[config.mk]
export PLATFORM = sky130hd
export DESIGN_NAME = branch_cmp
export DESIGN_NICKNAME = d
export VERILOG_FILES = /design/src/rtl/branch_pkg.sv /design/src/rtl/branch_cond.sv /design/src/rtl/branch_cmp.sv
export SDC_FILE = /design/constraint.sdc
export NUM_CORES = 1
export LEC_CHECK = 0
export BUFFER_PORTS_ARGS = -buffer_cell sky130_fd_sc_hd__buf_2
export CORE_ASPECT_RATIO = 1.1
export CORE_MARGIN = 4
export CORE_UTILIZATION = 50
export CTS_CLUSTER_SIZE = 24
export DETAILED_ROUTE_END_ITERATION = 10
export PLACE_DENSITY = 0.85
export SYNTH_ARGS = -nofsm -noshare
export SYNTH_HDL_FRONTEND = slang
export SYNTH_SLANG_ARGS = --single-unit
[constraint.sdc]
create_clock -name clk -period 5.7 [get_ports clk]
set_input_delay 0.855 -clock clk [delete_from_list [all_inputs] [get_ports clk]]
set_output_delay 0.855 -clock clk [all_outputs]
set_load 0.01 [all_outputs]
[src/rtl/branch_pkg.sv]
// Shared definitions for the branch-condition unit: op encodings and the
// reserved-encoding check.
package branch_pkg;

   localparam int unsigned OP_W = 3;

   typedef enum logic [OP_W-1:0] {
      BR_BEQ  = 3'd0,
      BR_BNE  = 3'd1,
      BR_BLEZ = 3'd2,
      BR_BGTZ = 3'd3,
      BR_BLTZ = 3'd4,
      BR_BGEZ = 3'd5,
      BR_RSV6 = 3'd6,
      BR_RSV7 = 3'd7
   } br_op_e;

   function automatic logic is_reserved(input logic [OP_W-1:0] op);
      logic rsv;
      case (op)
         BR_RSV6, BR_RSV7: rsv = 1'b1;
         default:          rsv = 1'b0;
      endcase
      return rsv;
   endfunction

endpackage

[src/rtl/branch_cond.sv]
// Combinational evaluation of the six compare-branch conditions.
// Sign tests look at rs_data only: MSB for negative, all-zero for zero.
module branch_cond
   import branch_pkg::*;
#(
   parameter int unsigned WIDTH = 32
) (
   input  logic [OP_W-1:0]  op,
   input  logic [WIDTH-1:0] rs_data,
   input  logic [WIDTH-1:0] rt_data,
   output logic             cond,
   output logic             reserved
);

   logic rs_neg_s;
   logic rs_zero_s;
   logic rs_eq_rt_s;

   assign rs_neg_s   = rs_data[WIDTH-1];
   assign rs_zero_s  = (rs_data == {WIDTH{1'b0}});
   assign rs_eq_rt_s = (rs_data == rt_data);

   // condition select; reserved encodings never branch
   always_comb begin
      cond     = 1'b0;
      reserved = is_reserved(op);
      case (op)
         BR_BEQ:  cond = rs_eq_rt_s;
         BR_BNE:  cond = !rs_eq_rt_s;
         BR_BLEZ: cond = rs_neg_s || rs_zero_s;
         BR_BGTZ: cond = !rs_neg_s && !rs_zero_s;
         BR_BLTZ: cond = rs_neg_s;
         BR_BGEZ: cond = !rs_neg_s;
         default: cond = 1'b0;
      endcase
   end

endmodule

[src/rtl/branch_cmp.sv]
// Registered branch decision with stall/flush control and saturating
// branch/taken statistics counters.
module branch_cmp
   import branch_pkg::*;
#(
   parameter int unsigned WIDTH = 32,
   parameter int unsigned CNT_W = 16
) (
   input  logic             clk,
   input  logic             reset,
   input  logic             in_valid,
   input  logic [2:0]       op,
   input  logic [WIDTH-1:0] rs_data,
   input  logic [WIDTH-1:0] rt_data,
   input  logic             stall,
   input  logic             flush,
   input  logic             clr_cnt,
   output logic             out_valid,
   output logic             taken,
   output logic             illegal,
   output logic [CNT_W-1:0] branch_cnt,
   output logic [CNT_W-1:0] taken_cnt
);

   localparam logic [CNT_W-1:0] CNT_MAX = {CNT_W{1'b1}};
   localparam logic [CNT_W-1:0] CNT_ONE = {{(CNT_W-1){1'b0}}, 1'b1};

   logic             cond_s;
   logic             reserved_s;
   logic             capture_s;
   logic             valid_q, valid_d;
   logic             taken_q, taken_d;
   logic             illegal_q, illegal_d;
   logic [CNT_W-1:0] branch_cnt_q, branch_cnt_d;
   logic [CNT_W-1:0] taken_cnt_q, taken_cnt_d;

   branch_cond #(
      .WIDTH(WIDTH)
   ) u_cond (
      .op       (op),
      .rs_data  (rs_data),
      .rt_data  (rt_data),
      .cond     (cond_s),
      .reserved (reserved_s)
   );

   assign capture_s = in_valid && !stall && !flush;

   // result register next state: flush beats stall beats capture
   always_comb begin
      valid_d   = valid_q;
      taken_d   = taken_q;
      illegal_d = illegal_q;
      if (flush) begin
         valid_d   = 1'b0;
         taken_d   = 1'b0;
         illegal_d = 1'b0;
      end else if (stall) begin
         valid_d   = valid_q;
         taken_d   = taken_q;
         illegal_d = illegal_q;
      end else if (in_valid) begin
         valid_d   = 1'b1;
         taken_d   = cond_s && !reserved_s;
         illegal_d = reserved_s;
      end else begin
         valid_d   = 1'b0;
         taken_d   = 1'b0;
         illegal_d = 1'b0;
      end
   end

   // counters: clear overrides increment and is honoured under stall
   always_comb begin
      branch_cnt_d = branch_cnt_q;
      taken_cnt_d  = taken_cnt_q;
      if (clr_cnt) begin
         branch_cnt_d = {CNT_W{1'b0}};
         taken_cnt_d  = {CNT_W{1'b0}};
      end else if (capture_s && !reserved_s) begin
         if (branch_cnt_q != CNT_MAX) begin
            branch_cnt_d = branch_cnt_q + CNT_ONE;
         end else begin
            branch_cnt_d = branch_cnt_q;
         end
         if (cond_s && (taken_cnt_q != CNT_MAX)) begin
            taken_cnt_d = taken_cnt_q + CNT_ONE;
         end else begin
            taken_cnt_d = taken_cnt_q;
         end
      end else begin
         branch_cnt_d = branch_cnt_q;
         taken_cnt_d  = taken_cnt_q;
      end
   end

   // state registers
   always_ff @(posedge clk or posedge reset) begin
      if (reset) begin
         valid_q      <= 1'b0;
         taken_q      <= 1'b0;
         illegal_q    <= 1'b0;
         branch_cnt_q <= {CNT_W{1'b0}};
         taken_cnt_q  <= {CNT_W{1'b0}};
      end else begin
         valid_q      <= valid_d;
         taken_q      <= taken_d;
         illegal_q    <= illegal_d;
         branch_cnt_q <= branch_cnt_d;
         taken_cnt_q  <= taken_cnt_d;
      end
   end

   assign out_valid  = valid_q;
   assign taken      = taken_q;
   assign illegal    = illegal_q;
   assign branch_cnt = branch_cnt_q;
   assign taken_cnt  = taken_cnt_q;

endmodule

Yosys cells after proc, flatten, opt, wreduce, memory -nomap -nowiden
Index checks and enable logic that the tools add are counted.
- $add $sub $neg: 2
- equal/unequal tests: 11
- muxes and demuxes: 17
- reductions and logical operators: 21
- operators by type and width (cell ; number):
    16-bit two-way mux ; 6
    16-bit by 1-bit adder with 16-bit output (second input constant) ; 2
    32-bit == test ; 1
    32-bit logical NOT ; 1
    16-bit != test (second input constant) ; 2
    3-bit == test (second input constant) ; 4
    1-bit two-way mux ; 10
    3-bit by 2-bit == test with 1-bit output (second input constant) ; 2
    1-bit logical AND ; 6
    1-bit logical NOT ; 6
    1-bit case mux with 6 select lines ; 1
    2-bit nonzero test ; 3
    2-bit AND reduction ; 2
    3-bit by 1-bit == test with 1-bit output (second input constant) ; 1
    3-bit logical NOT ; 1
    2-bit by 1-bit != test with 1-bit output (second input constant) ; 1
    2-bit OR reduction ; 1
    1-bit logical OR ; 1
- flip-flop bits (word level): 35
- input port bits: 73
- output and inout port bits: 35

Longest topological paths before layout
- depth after elaboration: 8
- gate-level depth with buffers: 8
- depth with buffers taken out: 7

Modules after synthesis
Synthesis repeated with hierarchy kept, for this count alone.
- cells, all modules: 268
- area, all modules: 2428.6 um^2
- modules (own cells, without submodules) (module ; times used ; cells each ; area an instance (um^2)):
    branch_cmp ; 1 ; 203 ; 1913.1
    branch_cond ; 1 ; 65 ; 515.5

Least setup slack after synthesis
No wires, ideal clock.
- kind: input -> register
- start point: input port rs_data[27]
- end point: register taken_cnt_q[12], in the netlist taken_cnt[12]
- arrival time: 2.479 ns
- data required time: 5.572 ns
- setup slack: 3.094 ns
- stages on the path: 7
- buffers on the path: 0
- cell sequence: xor2_1 -> nor4_1 -> nand4_1 -> nor3_2 -> o21ai_4 -> a2111oi_2 -> mux2_1
- longest elaborated chain between the ends: 7
- RTL lines (element ; line ; RTL):
    start, declared ; branch_cmp.sv:13 ; input logic [WIDTH-1:0] rs_data,
    32-bit logical NOT ; branch_cond.sv:20 ; assign rs_zero_s = (rs_data == {WIDTH{1'b0}});
    1-bit logical NOT ; branch_cond.sv:31 ; BR_BGTZ: cond = !rs_neg_s && !rs_zero_s;
    1-bit logical AND ; branch_cond.sv:31 ;
    1-bit case mux with 6 select lines (*) ; branch_cond.sv:27 ; case (op)
    1-bit logical AND (*) ; branch_cmp.sv:86 ; if (cond_s && (taken_cnt_q != CNT_MAX)) begin
    2-bit nonzero test (no line) (*) ; - ;
    2-bit AND reduction (no line) (*) ; - ;
    end signal, assigned ; branch_cmp.sv:104 ; taken_cnt_q <= {CNT_W{1'b0}};
    end signal, assigned ; branch_cmp.sv:110 ; taken_cnt_q <= taken_cnt_d;
    end, declared ; branch_cmp.sv:35 ; logic [CNT_W-1:0] taken_cnt_q, taken_cnt_d;
Mark *: on every way between the ends. The rest lies on a longest branch, timed or not.
A chain may end at the register's enable or synchronous reset.

Worst setup path in the final report
- start point: input port rs_data[21]
- end point: register taken_cnt_q[9], in the netlist taken_cnt[9]
The elaborated chain is that of the path after synthesis.

==> flow_metrics.env <==
export IMPL_worstHoldStart="illegal$_DFFE_PP0P_"
export IMPL_worst_pin_slew_ns=0.842
export IMPL_path_class="input port to flop"
export IMPL_portBuffers=107
export IMPL_min_to="illegal$_DFFE_PP0P_"
export IMPL_worstPathMaxFanout=11
export IMPL_power_mw=0.560
export IMPL_clk_pin_slew_worst_paths_ns=0.08
export IMPL_period_share_pct=53.8
export IMPL_cts_hold_buf=0
export IMPL_post_route_util_pct=67.1
export IMPL_p_leak_nw=1.62
export IMPL_slowest_delay_ns=0.73
export IMPL_hold_viol_final=0
export IMPL_synth_top_area_cell="dfrtp_1"
export IMPL_layout_cells_non_filler=435
export IMPL_drtPass1Iterations=4
export IMPL_diodes=0
export IMPL_synth_most_common_cell="xor2_1"
export IMPL_synthesis_area_um2=2510
export IMPL_yosys_area_top_type_share_pct=34.9
export IMPL_cp_start_kind="input port"
export IMPL_crit_required_ns=5.88
export IMPL_power_switching_mw=0.144
export IMPL_cts_buffer_depth=2
export IMPL_num_rows=26
export IMPL_area_delta_synth_final_pct=27.2
export IMPL_ys_async_sr_fraction_pct=100
export IMPL_cell_internal_pwr_mw=0.416
export IMPL_rsz0062_at_grt="false"
export IMPL_track_usage_pct=20.8
export IMPL_synth_edf_count=0
export IMPL_clk_latency_ns=0.29
export IMPL_finalMaxSlewViolations=0
export IMPL_fin_crit_ns=3.07
export IMPL_grt_start_max_net_pins=47
export IMPL_die_w_um=75.5
export IMPL_maxSlewHeadroom_pct=42.3
export IMPL_h_tree_depth=2
export IMPL_cts_tree="built"
export IMPL_max_cap_violations=0
export IMPL_timing_fmax_mhz=326
export IMPL_drc_errors=0
export IMPL_routed_wl_um=6640
export IMPL_critPathTopFamily="multiplexers"
export IMPL_r2r_start="taken_cnt[7]$_DFFE_PP0P_"
export IMPL_grt_pass1_wl_um=9780
export IMPL_antenna_found_initial=0
export IMPL_ios=108
export IMPL_overflow=0
export IMPL_hpwl_um=5220
export IMPL_worstPathArrival_ns=3.25
export IMPL_synth_avg_cell_area_um2=9.21
export IMPL_initial_core_util_pct=52.8
export IMPL_post_place_ws_ns=2.31
export IMPL_vias_per_cell=5.46
export IMPL_cts_made_buffers=5
export IMPL_cts_sinks=35
export IMPL_reg2reg_depth=7
export IMPL_pwr_share_comb_pct=15.0
export IMPL_synthTopCellsByArea="dfrtp_1 35%, xor2_1 13%, nor2_1 4.6%, mux2_2 3.6%, nand4_1 3.5%"
export IMPL_synthTopCellsByCount="37 x xor2_1, 35 x dfrtp_1, 31 x nor2_1"
export IMPL_die_h_um=82.3
export IMPL_seq_area_frac_synth_pct=34.9
export IMPL_holdPathStages=2
export IMPL_crit_path_end_kind="flop"
export IMPL_synthCells=272
export IMPL_regToRegSetupSlack_ns=3.11
export IMPL_seq_area_um2=876
export IMPL_post_cts_buffers=0
export IMPL_p_seq_share_pct=44.8
export IMPL_setup_ws_ns=2.63
export IMPL_fp_coreArea_um2=4750
export IMPL_ir_drop_mv=0.121
export IMPL_synthFlopType="dfrtp_1"
export IMPL_fillers=395
export IMPL_hold_class="flop to flop"
export IMPL_regToRegEndpoint="taken_cnt[9]$_DFFE_PP0P_"
export IMPL_dieArea_um2=6210
export IMPL_grt_pass1_vias=2207
export IMPL_path_cells="buf_2 -> xor2_1 -> nor4_1 -> nand4_1 -> nor2_1 -> mux2i_1 -> o2111a_1 -> mux2_2"
export IMPL_place_congestion=0.745
export IMPL_powerDensity_nw_per_um2=176
export IMPL_critPathBufInv=1
export IMPL_num_vias=2375
export IMPL_ctsResizeCount=0
export IMPL_syn_nets=347
export IMPL_post_drt_wl_per_cell_um=15.3
export IMPL_sw_frac_of_total_pct=25.7
export IMPL_detail_route_antenna_nets=0
export IMPL_multi_input_area_um2=1570
export IMPL_setup_viol_count_final=0
export IMPL_cts_root_buf="clkbuf_8"
export IMPL_place_inst=427
export IMPL_power_share_clock_pct=40.2
export IMPL_slowest_stage="mux2i_1"
export IMPL_status="finished, final reports clean"
export IMPL_drtIter0Drc=62
export IMPL_yosysWarnings=0
export IMPL_final_nets=453
export IMPL_finClkSkew_ns=0.00866
export IMPL_synth_seq_cells=35
export IMPL_drive_above_1_share_pct=36.1
export IMPL_setup_tns_final_ns=0
export IMPL_synth_cell_type_count=41
[sequential cells by signal, indices dropped and copies added, names as in the netlist]
register	cells
out_valid	1
illegal	1
taken	1
taken_cnt	16
branch_cnt	16
[metal layers]
layer | part of all wire, % | wire [µm] | up-vias | global-route usage (%)
met5 | 0 | 0 | - | 0
met4 | 2.0 | 135 | 0 | 7.87
met3 | 8.3 | 554 | 10 | 5.33
met2 | 49 | 3280 | 82 | 38.0
met1 | 40 | 2670 | 1093 | 22.7
li1 | - | - | 1190 | -
[layout make-up]
type	instances	area share, %
sequential	35	27.5
multi-input combinational	224	49.3
tap	56	2.20
inverter	4	0.471
clock inverter	3	1.37
clock buffer	5	2.16
timing repair buffer	108	17.0
[power by group through the flow]
stage          registers (mW)  clock network, mW  logic [mW]
6_report                0.251              0.225      0.0841
3_5_place_dp            0.255                  0      0.0841
4_1_cts                 0.251              0.230      0.0847
3_3_place_gp            0.255                  0      0.0831
2_1_floorplan           0.256                  0      0.0396
5_1_grt                 0.251              0.242      0.0922
[stage by stage]
step / hold WS [ns] / area, µm²
after CTS: 0.525 / 3190
after floorplan: 0.551 / 2510
final: 0.519 / 3190
after global routing: 0.567 / 3190
after detailed placement: 0.508 / 3080
after global placement: 0.504 / 3080
[cell families (layout without fill, tap and decap cells)]
group	Yosys count	in the layout	share of synthesized area [%]
mux	17	17	8.09
fa+ha+maj	2	2	0.998
buf+inv	13	120	2.35
flops	35	35	34.9
simple gates	127	127	28.2
xor+xnor	42	42	14.7
compound gates	36	36	10.7
[how the worst max path moves through the flow]
stage / from / endpoint / slack (ns) / cells past startpoint
floorplan: rs_data[27] / taken_cnt[12]$_DFFE_PP0P_ / 3.09 / 7
global placement: rs_data[21] / taken_cnt[9]$_DFFE_PP0P_ / 2.34 / 8
detailed placement: rs_data[21] / taken_cnt[9]$_DFFE_PP0P_ / 2.31 / 8
CTS: rs_data[21] / taken_cnt[9]$_DFFE_PP0P_ / 2.63 / 8
global route: rs_data[21] / taken_cnt[9]$_DFFE_PP0P_ / 2.47 / 8
finish: rs_data[21] / taken_cnt[9]$_DFFE_PP0P_ / 2.63 / 8
[worst min-delay path, delay by kind of cell (launching register included)]
kind | cells | cell delay, ns
DFF | 1 | 0.34
and+or+nand+nor | 1 | 0.08
AOI/OAI and AO/OA | 1 | 0.06
[placed cells by master (no fill, tap or decap), types with 3 or more instances in the layout]
| cell | count |
|---|---|
| nand2_1 | 13 |
| o21a_1 | 3 |
| nor2_1 | 31 |
| o21ai_0 | 8 |
| mux2i_1 | 3 |
| nor2b_1 | 14 |
| and4_1 | 3 |
| nor3_1 | 4 |
| nor4_1 | 14 |
| and2_1 | 6 |
| dfrtp_1 | 35 |
| nand4_1 | 14 |
| xor2_1 | 37 |
| nand3_1 | 6 |
| o211a_1 | 3 |
| clkbuf_8 | 5 |
| and3_1 | 7 |
| a21oi_1 | 9 |
| a211oi_1 | 5 |
| xnor2_1 | 5 |
| inv_1 | 4 |
| or3_1 | 6 |
| buf_2 | 107 |
| mux2_4 | 4 |
| mux2_2 | 8 |
Note: power is estimated with default switching activity, not from simulation.
